--- config.mk ---
export PLATFORM = sky130hd
export DESIGN_NAME = movavg_acc
export DESIGN_NICKNAME = d
export VERILOG_FILES = /design/src/rtl/movavg_acc.sv
export SDC_FILE = /design/constraint.sdc
export NUM_CORES = 1
export LEC_CHECK = 0
export ABC_AREA = 1
export CAP_MARGIN = 40
export CORE_MARGIN = 5
export CORE_UTILIZATION = 60
export CTS_CLUSTER_DIAMETER = 60
export DETAILED_ROUTE_END_ITERATION = 12
export DONT_BUFFER_PORTS = 1
export PLACE_DENSITY = 0.87
export SLEW_MARGIN = 20
export SYNTH_ARGS = -nofsm -noshare
export SYNTH_HDL_FRONTEND = slang
export SYNTH_SLANG_ARGS = --single-unit
--- constraint.sdc ---
create_clock -name clk -period 9.03 [get_ports clk]
set_input_delay 1.806 -clock clk [delete_from_list [all_inputs] [get_ports clk]]
set_output_delay 1.806 -clock clk [all_outputs]
set_load 0.05 [all_outputs]
--- src/rtl/movavg_acc.sv ---
// Moving-window accumulator: one sample per enable rising edge, delayed sample from buffer RAM
// subtracted once the window is primed, shifted and saturated onto dout.
module movavg_acc #(
    parameter int unsigned DW     = 16,
    parameter int unsigned RD_LAT = 3,
    parameter int unsigned SHIFT  = 6
) (
    input  logic          clk,
    input  logic          rst_n,
    input  logic          enable,
    input  logic [DW-1:0] din,
    input  logic [DW-1:0] q,
    input  logic [6:0]    window,
    output logic [DW-1:0] dout,
    output logic          dout_valid,
    output logic [DW+6:0] sum,
    output logic          overrun
);

    localparam int unsigned SW = DW + 7;
    localparam logic signed [SW-1:0] SatMax = {{(SW-DW+1){1'b0}}, {(DW-1){1'b1}}};
    localparam logic signed [SW-1:0] SatMin = {{(SW-DW+1){1'b1}}, {(DW-1){1'b0}}};

    typedef enum logic [1:0] {StIdle, StWait, StAcc, StOut} state_e;

    state_e               state_q, state_d;
    logic                 prev_en_q;
    logic                 armed_q;
    logic [2:0]           cnt_q;
    logic [DW-1:0]        smp_q;
    logic [DW-1:0]        dly_q;
    logic signed [SW-1:0] sum_q;
    logic [6:0]           fill_q;
    logic [6:0]           win_q;
    logic [DW-1:0]        dout_q;
    logic                 dout_valid_q;
    logic                 overrun_q;

    logic                 en_rise;
    logic                 win_chg;
    logic                 full;
    logic                 bypass;
    logic signed [SW-1:0] smp_ext;
    logic signed [SW-1:0] dly_ext;
    logic signed [SW-1:0] sum_acc;
    logic signed [SW-1:0] sum_shr;
    logic [DW-1:0]        dout_sat;

    // armed_q blocks a false edge when enable is already high as reset releases
    assign en_rise = enable & ~prev_en_q & armed_q;
    assign win_chg = (window != win_q);
    assign full    = (fill_q == win_q);
    assign bypass  = (win_q == 7'd0);

    assign smp_ext = {{7{smp_q[DW-1]}}, smp_q};
    assign dly_ext = {{7{dly_q[DW-1]}}, dly_q};
    assign sum_acc = sum_q + smp_ext - (full ? dly_ext : '0);
    assign sum_shr = sum_q >>> SHIFT;

    always_comb begin
        dout_sat = sum_shr[DW-1:0];
        if (sum_shr > SatMax) begin
            dout_sat = SatMax[DW-1:0];
        end else if (sum_shr < SatMin) begin
            dout_sat = SatMin[DW-1:0];
        end
    end

    always_comb begin
        state_d = state_q;
        case (state_q)
            StIdle:  if (en_rise) state_d = StWait;
            StWait:  if (cnt_q == 3'd1) state_d = StAcc;
            StAcc:   state_d = StOut;
            StOut:   state_d = StIdle;
            default: state_d = StIdle;
        endcase
    end

    always_ff @(posedge clk or negedge rst_n) begin
        if (!rst_n) begin
            state_q <= StIdle;
        end else begin
            state_q <= state_d;
        end
    end

    always_ff @(posedge clk or negedge rst_n) begin
        if (!rst_n) begin
            prev_en_q    <= 1'b0;
            armed_q      <= 1'b0;
            cnt_q        <= '0;
            smp_q        <= '0;
            dly_q        <= '0;
            sum_q        <= '0;
            fill_q       <= '0;
            win_q        <= '0;
            dout_q       <= '0;
            dout_valid_q <= 1'b0;
            overrun_q    <= 1'b0;
        end else begin
            prev_en_q    <= enable;
            dout_valid_q <= 1'b0;
            if (!enable) begin
                armed_q <= 1'b1;
            end
            if (en_rise && (state_q != StIdle)) begin
                overrun_q <= 1'b1;
            end
            case (state_q)
                StIdle: begin
                    // Clear precedes acceptance so a simultaneous edge starts from fill=0
                    if (win_chg) begin
                        sum_q  <= '0;
                        fill_q <= '0;
                        win_q  <= window;
                    end
                    if (en_rise) begin
                        smp_q <= din;
                        cnt_q <= 3'(RD_LAT);
                    end
                end
                StWait: begin
                    cnt_q <= cnt_q - 3'd1;
                    if (cnt_q == 3'd1) begin
                        dly_q <= q;
                    end
                end
                StAcc: begin
                    if (bypass) begin
                        sum_q <= smp_ext;
                    end else begin
                        sum_q <= sum_acc;
                        if (fill_q < win_q) begin
                            fill_q <= fill_q + 7'd1;
                        end
                    end
                end
                StOut: begin
                    dout_valid_q <= 1'b1;
                    dout_q       <= bypass ? smp_q : dout_sat;
                end
                default: ;
            endcase
        end
    end

    assign dout       = dout_q;
    assign dout_valid = dout_valid_q;
    assign sum        = sum_q;
    assign overrun    = overrun_q;

endmodule

# == Yosys cells after proc, flatten, opt, wreduce, memory -nomap -nowiden ==
# Index checks and enable logic that the tools add are counted.
# totals
reg_bits,94
out_inout_bits,41
elab_cells,63
# op_classes
add_sub_neg,4
order_cmp,3
eq_ne,11
muxes,17
bitwise,3
n_reduce_logical,13
# op_table
op,count
$mux W23,3
$mux W16,3
$pmux W23 S2,1
$add A23 B23 Y23,1
$sub A23 B23 Y23,1
$mux W7,3
$gt A17 B16 Y1 const B,1
$lt A17 B16 Y1 const B,1
$pmux W7 S2,1
$reduce_and A2 Y1,6
$ne A2 B2 Y1 const B,5
$pmux W2 S4,1
$add A7 B1 Y7 const B,1
$eq A7 B7 Y1,1
$logic_not A7 Y1,1
$lt A7 B7 Y1,1
$ne A7 B7 Y1,1
$pmux W3 S2,1
$reduce_bool A2 Y1,3
$eq A2 B2 Y1 const B,2
$mux W2,2
$reduce_and A4 Y1,1
$eq A3 B1 Y1 const B,1
$mux W3,1
7 further kinds,8

# == Longest topological paths before layout ==
# depth
word_depth,5
ltp_mapped,23
depth_no_buf,22

# == Least setup slack after synthesis ==
# No wires, ideal clock.
# synth_timing
path_type,register to register
from,register fill_q[3]
to,register sum_q[15] (netlist: sum[15])
setup_time_ns,0.118
arrival_ns,2.978
required_ns,8.912
path_slack_ns,5.934
stages_incl_launch_ff,20
path_cell_list,dfrtp_1 > ha_1 > nand2_1 > nor2_1 > nand2_1 > clkbuf_1 > nor2_1 > fa_1 > inv_1 > ha_1 > nand2_1 > inv_1 > a21oi_1 > nor2_1 > nor2_1 > nand2_1 > nand2_1 > nand3_1 > nand2_1 > nand2_1
# synth_between
elab_chain_len,5
# synth_lines
item,line,text
"start, declared",33,logic [6:0] fill_q;
"start signal, assigned",135,fill_q <= fill_q + 7'd1;
$eq A7 B7 Y1,52,assign full = (fill_q == win_q);
$mux W23,57,assign sum_acc = sum_q + smp_ext - (full ? dly_ext : '0);
$sub A23 B23 Y23,57,
$mux W23,130,if (bypass) begin
$pmux W23 S2,110,case (state_q)
"end signal, assigned",131,sum_q <= smp_ext;
"end signal, assigned",133,sum_q <= sum_acc;
"end, declared",32,logic signed [SW-1:0] sum_q;
# No other way between the ends.
# A chain may end at the register's enable or synchronous reset.

# == Final worst setup path ==
# layout_timing
from,register fill_q[4]
to,register sum_q[16] (netlist: sum[16])
# Same word-level chain as after synthesis.

==> flow_metrics.py <==
metrics = {
    "outcome": {
        "outcome": "finished clean",
    },
    "sta": {
        "clock_skew_ps": 7.90,
        "final-setup-viol-count": 0,
        "fmax_mhz": 263,
        "setup_tns_ps": 0,
        "min_period_ps": 3800,
        "tightest_slew_ps": 906,
        "min_period_over_period_pct": 42.1,
        "hold_viol": 0,
        "slew_headroom_pct": 39.4,
        "rsz0062_at_grt": "false",
        "final_max_slew_viol_count": 0,
        "fin_worst_hold_slack_ps": 496,
    },
    "floorplan": {
        "start_util_pct": 60.5,
        "design.core.area_um2": 11300,
        "io_pins": 83,
        "die_w_um": 117,
        "dieArea_um2": 13600,
        "rows": 39,
        "die_h_um": 117,
    },
    "finish": {
        "final-seq-area_um2": 2350,
        "drive_above_1_share_pct": 5.37,
        "final_common_cell": "nand2_1",
        "finalInstanceArea_um2": 7240,
        "area_growth_pct": 5.72,
        "multi_input_area_um2": 3630,
        "layout.filler_cells": 962,
        "final_cell_mix": "nand2_1, inv_1, dfrtp_1",
        "diodes": 0,
        "nets": 1046,
    },
    "yosys": {
        "yosys_warnings": 0,
        "synth_top_area_share_pct": 34.4,
        "syn_area_per_cell_um2": 7.18,
        "yosysTopAreaCell": "dfrtp_1",
        "async_flop_share_pct": 100,
        "syn_area_um2": 6850,
        "synth_edf_count": 0,
        "synth_nets": 1054,
        "ys_seq_elements": 94,
        "synth.distinct_cells": 42,
        "synth_top_flop_cell": "dfrtp_1",
        "synth_area_leaders": "dfrtp_1, nand2_1, inv_1",
        "synth_cells": 953,
        "ys_seq_area_share_pct": 34.4,
    },
    "grt": {
        "grt_max_degree": 95,
        "gr-total-overflow": 0,
        "grt_pass1_vias": 5880,
        "gr-usage-all-layers_pct": 27.6,
        "grt_first_pass_wirelength_um": 29300,
        "antenna_found_initial": 0,
    },
    "setup_path": {
        "ff2ff_setup_slack_ps": 5230,
        "path_class": "reg2reg",
        "cp.required_ps": 9270,
        "worstRegToRegCells": 20,
        "r2r_start": "fill_q[4]$_DFFE_PN0P_",
        "critPathCaptureType": "register",
        "rr_endpoint": "sum[16]$_DFFE_PN0P_",
        "arrival_ps": 4030,
        "critPathMaxFanout": 15,
        "cp-start-kind": "register",
    },
    "min_path": {
        "hold_end": "armed_q$_DFFE_PN0N_",
        "hold_start": "armed_q$_DFFE_PN0N_",
        "min_path_type": "reg2reg",
        "hold_depth": 1,
    },
    "clock_network": {
        "post_cts.repair.setup_buffers": 0,
        "clk_latency_ps": 350,
        "clk_root_buffer_cell": "clkbuf_16",
        "cts_buffer_depth": 2,
        "cts_buffers": 9,
        "postCtsHoldBufs": 0,
        "cts_resized": 0,
        "clock_sinks": 94,
        "cts_tree": "done",
        "ctsHtreeMaxLevel": 3,
        "path_clk_slew_ps": 70,
    },
    "drt": {
        "wl_per_cell_um": 16.1,
        "antenna_left": 0,
        "vias": 6092,
        "dr.pass1.iters": 5,
        "routed_wl_um": 17600,
        "drcViolationCount": 0,
        "drt-vias-per-instance": 5.57,
        "drt_iter0_drc": 480,
    },
    "placement": {
        "dp_hpwl_um": 13400,
        "portBuffers": 0,
        "place_area_um2": 6940,
        "place.gp.congestion": 0.946,
    },
    "run": {
        "drv_cap": 0,
    },
}
[cells in the mapped netlist (all sizes together) (10+ instances only)]
library cell / n
nand2: 245
inv: 197
nor2: 98
dfrtp: 94
nand3: 67
o21ai: 62
a21oi: 58
ha: 37
fa: 22
clkbuf: 12
buf: 10
[logic make-up (layout without fill, tap and decap cells)]
group	after synthesis	after routing	share of synthesized area, %
mux	1	1	0.164
xor+xnor	11	11	1.41
fa+ha+maj	59	59	13.2
buf+inv	219	216	12.7
flops	94	94	34.4
simple gates	429	429	26.4
compound gates	140	140	11.7
[area by class of cell]
type                    count  area share (%)
clock buffers              10            3.16
inverters                 197            10.3
repair buffers              3           0.570
well taps                 143            2.47
clock inverters             6           0.951
flip-flops and latches     94            32.5
multi-input cells         640            50.1
[metrics by stage]
step / instances / setup WS, ps / utilization, %
6_report: 1093 / 5230 / 63.9
5_1_grt: 1093 / 4960 / 63.9
4_1_cts: 1093 / 5340 / 63.9
2_1_floorplan: 953 / 5930 / -
3_3_place_gp: 1074 / 5440 / 60.9
3_5_place_dp: 1077 / 5350 / 61.3
[critical path, stage by stage, from the launching register on]
cell     delay (ps)
dfrtp_1         440
ha_1            350
nand2_1          60
nor2_1          130
nand2_1         360
nor2_1          270
ha_1            260
inv_1            60
ha_1            230
inv_1            80
fa_1            360
inv_1           160
nand3_1          90
nand3_1         170
nand2_1          90
nand2_1         120
nand3_1         120
nand3_1          90
nand3_1          80
nand2_1          90
nand2_1          50
[state kept, by name (all words and copies together) (netlist names)]
| signal | cells |
|---|---|
| dout_valid | 1 |
| state_q | 2 |
| overrun | 1 |
| armed_q | 1 |
| prev_en_q | 1 |
| win_q | 7 |
| dly_q | 16 |
| dout | 16 |
| cnt_q | 3 |
| smp_q | 16 |
| sum | 23 |
| fill_q | 7 |
[layer usage]
| layer | share of wire (%) | global-route usage (%) | up-vias | routed length (um) |
|---|---|---|---|---|
| li1 | - | - | 2943 | - |
| met1 | 43 | 39.3 | 2838 | 7550 |
| met2 | 44 | 40.3 | 283 | 7730 |
| met3 | 11 | 9.20 | 28 | 1980 |
| met4 | 1.8 | 8.10 | 0 | 322 |
| met5 | 0 | 0 | - | 0 |
[worst max path at each step]
stage | start | end
after CTS | fill_q[4]$_DFFE_PN0P_ | sum[16]$_DFFE_PN0P_
after global placement | win_q[3]$_DFFE_PN0P_ | sum[16]$_DFFE_PN0P_
after floorplan | fill_q[3]$_DFFE_PN0P_ | sum[15]$_DFFE_PN0P_
after global routing | fill_q[5]$_DFFE_PN0P_ | sum[16]$_DFFE_PN0P_
final | fill_q[4]$_DFFE_PN0P_ | sum[16]$_DFFE_PN0P_
after detailed placement | fill_q[4]$_DFFE_PN0P_ | sum[16]$_DFFE_PN0P_
Power is left out: the tool's default activity adds up to more than one toggle a clock period on the data nets, which glitch-free logic cannot reach.
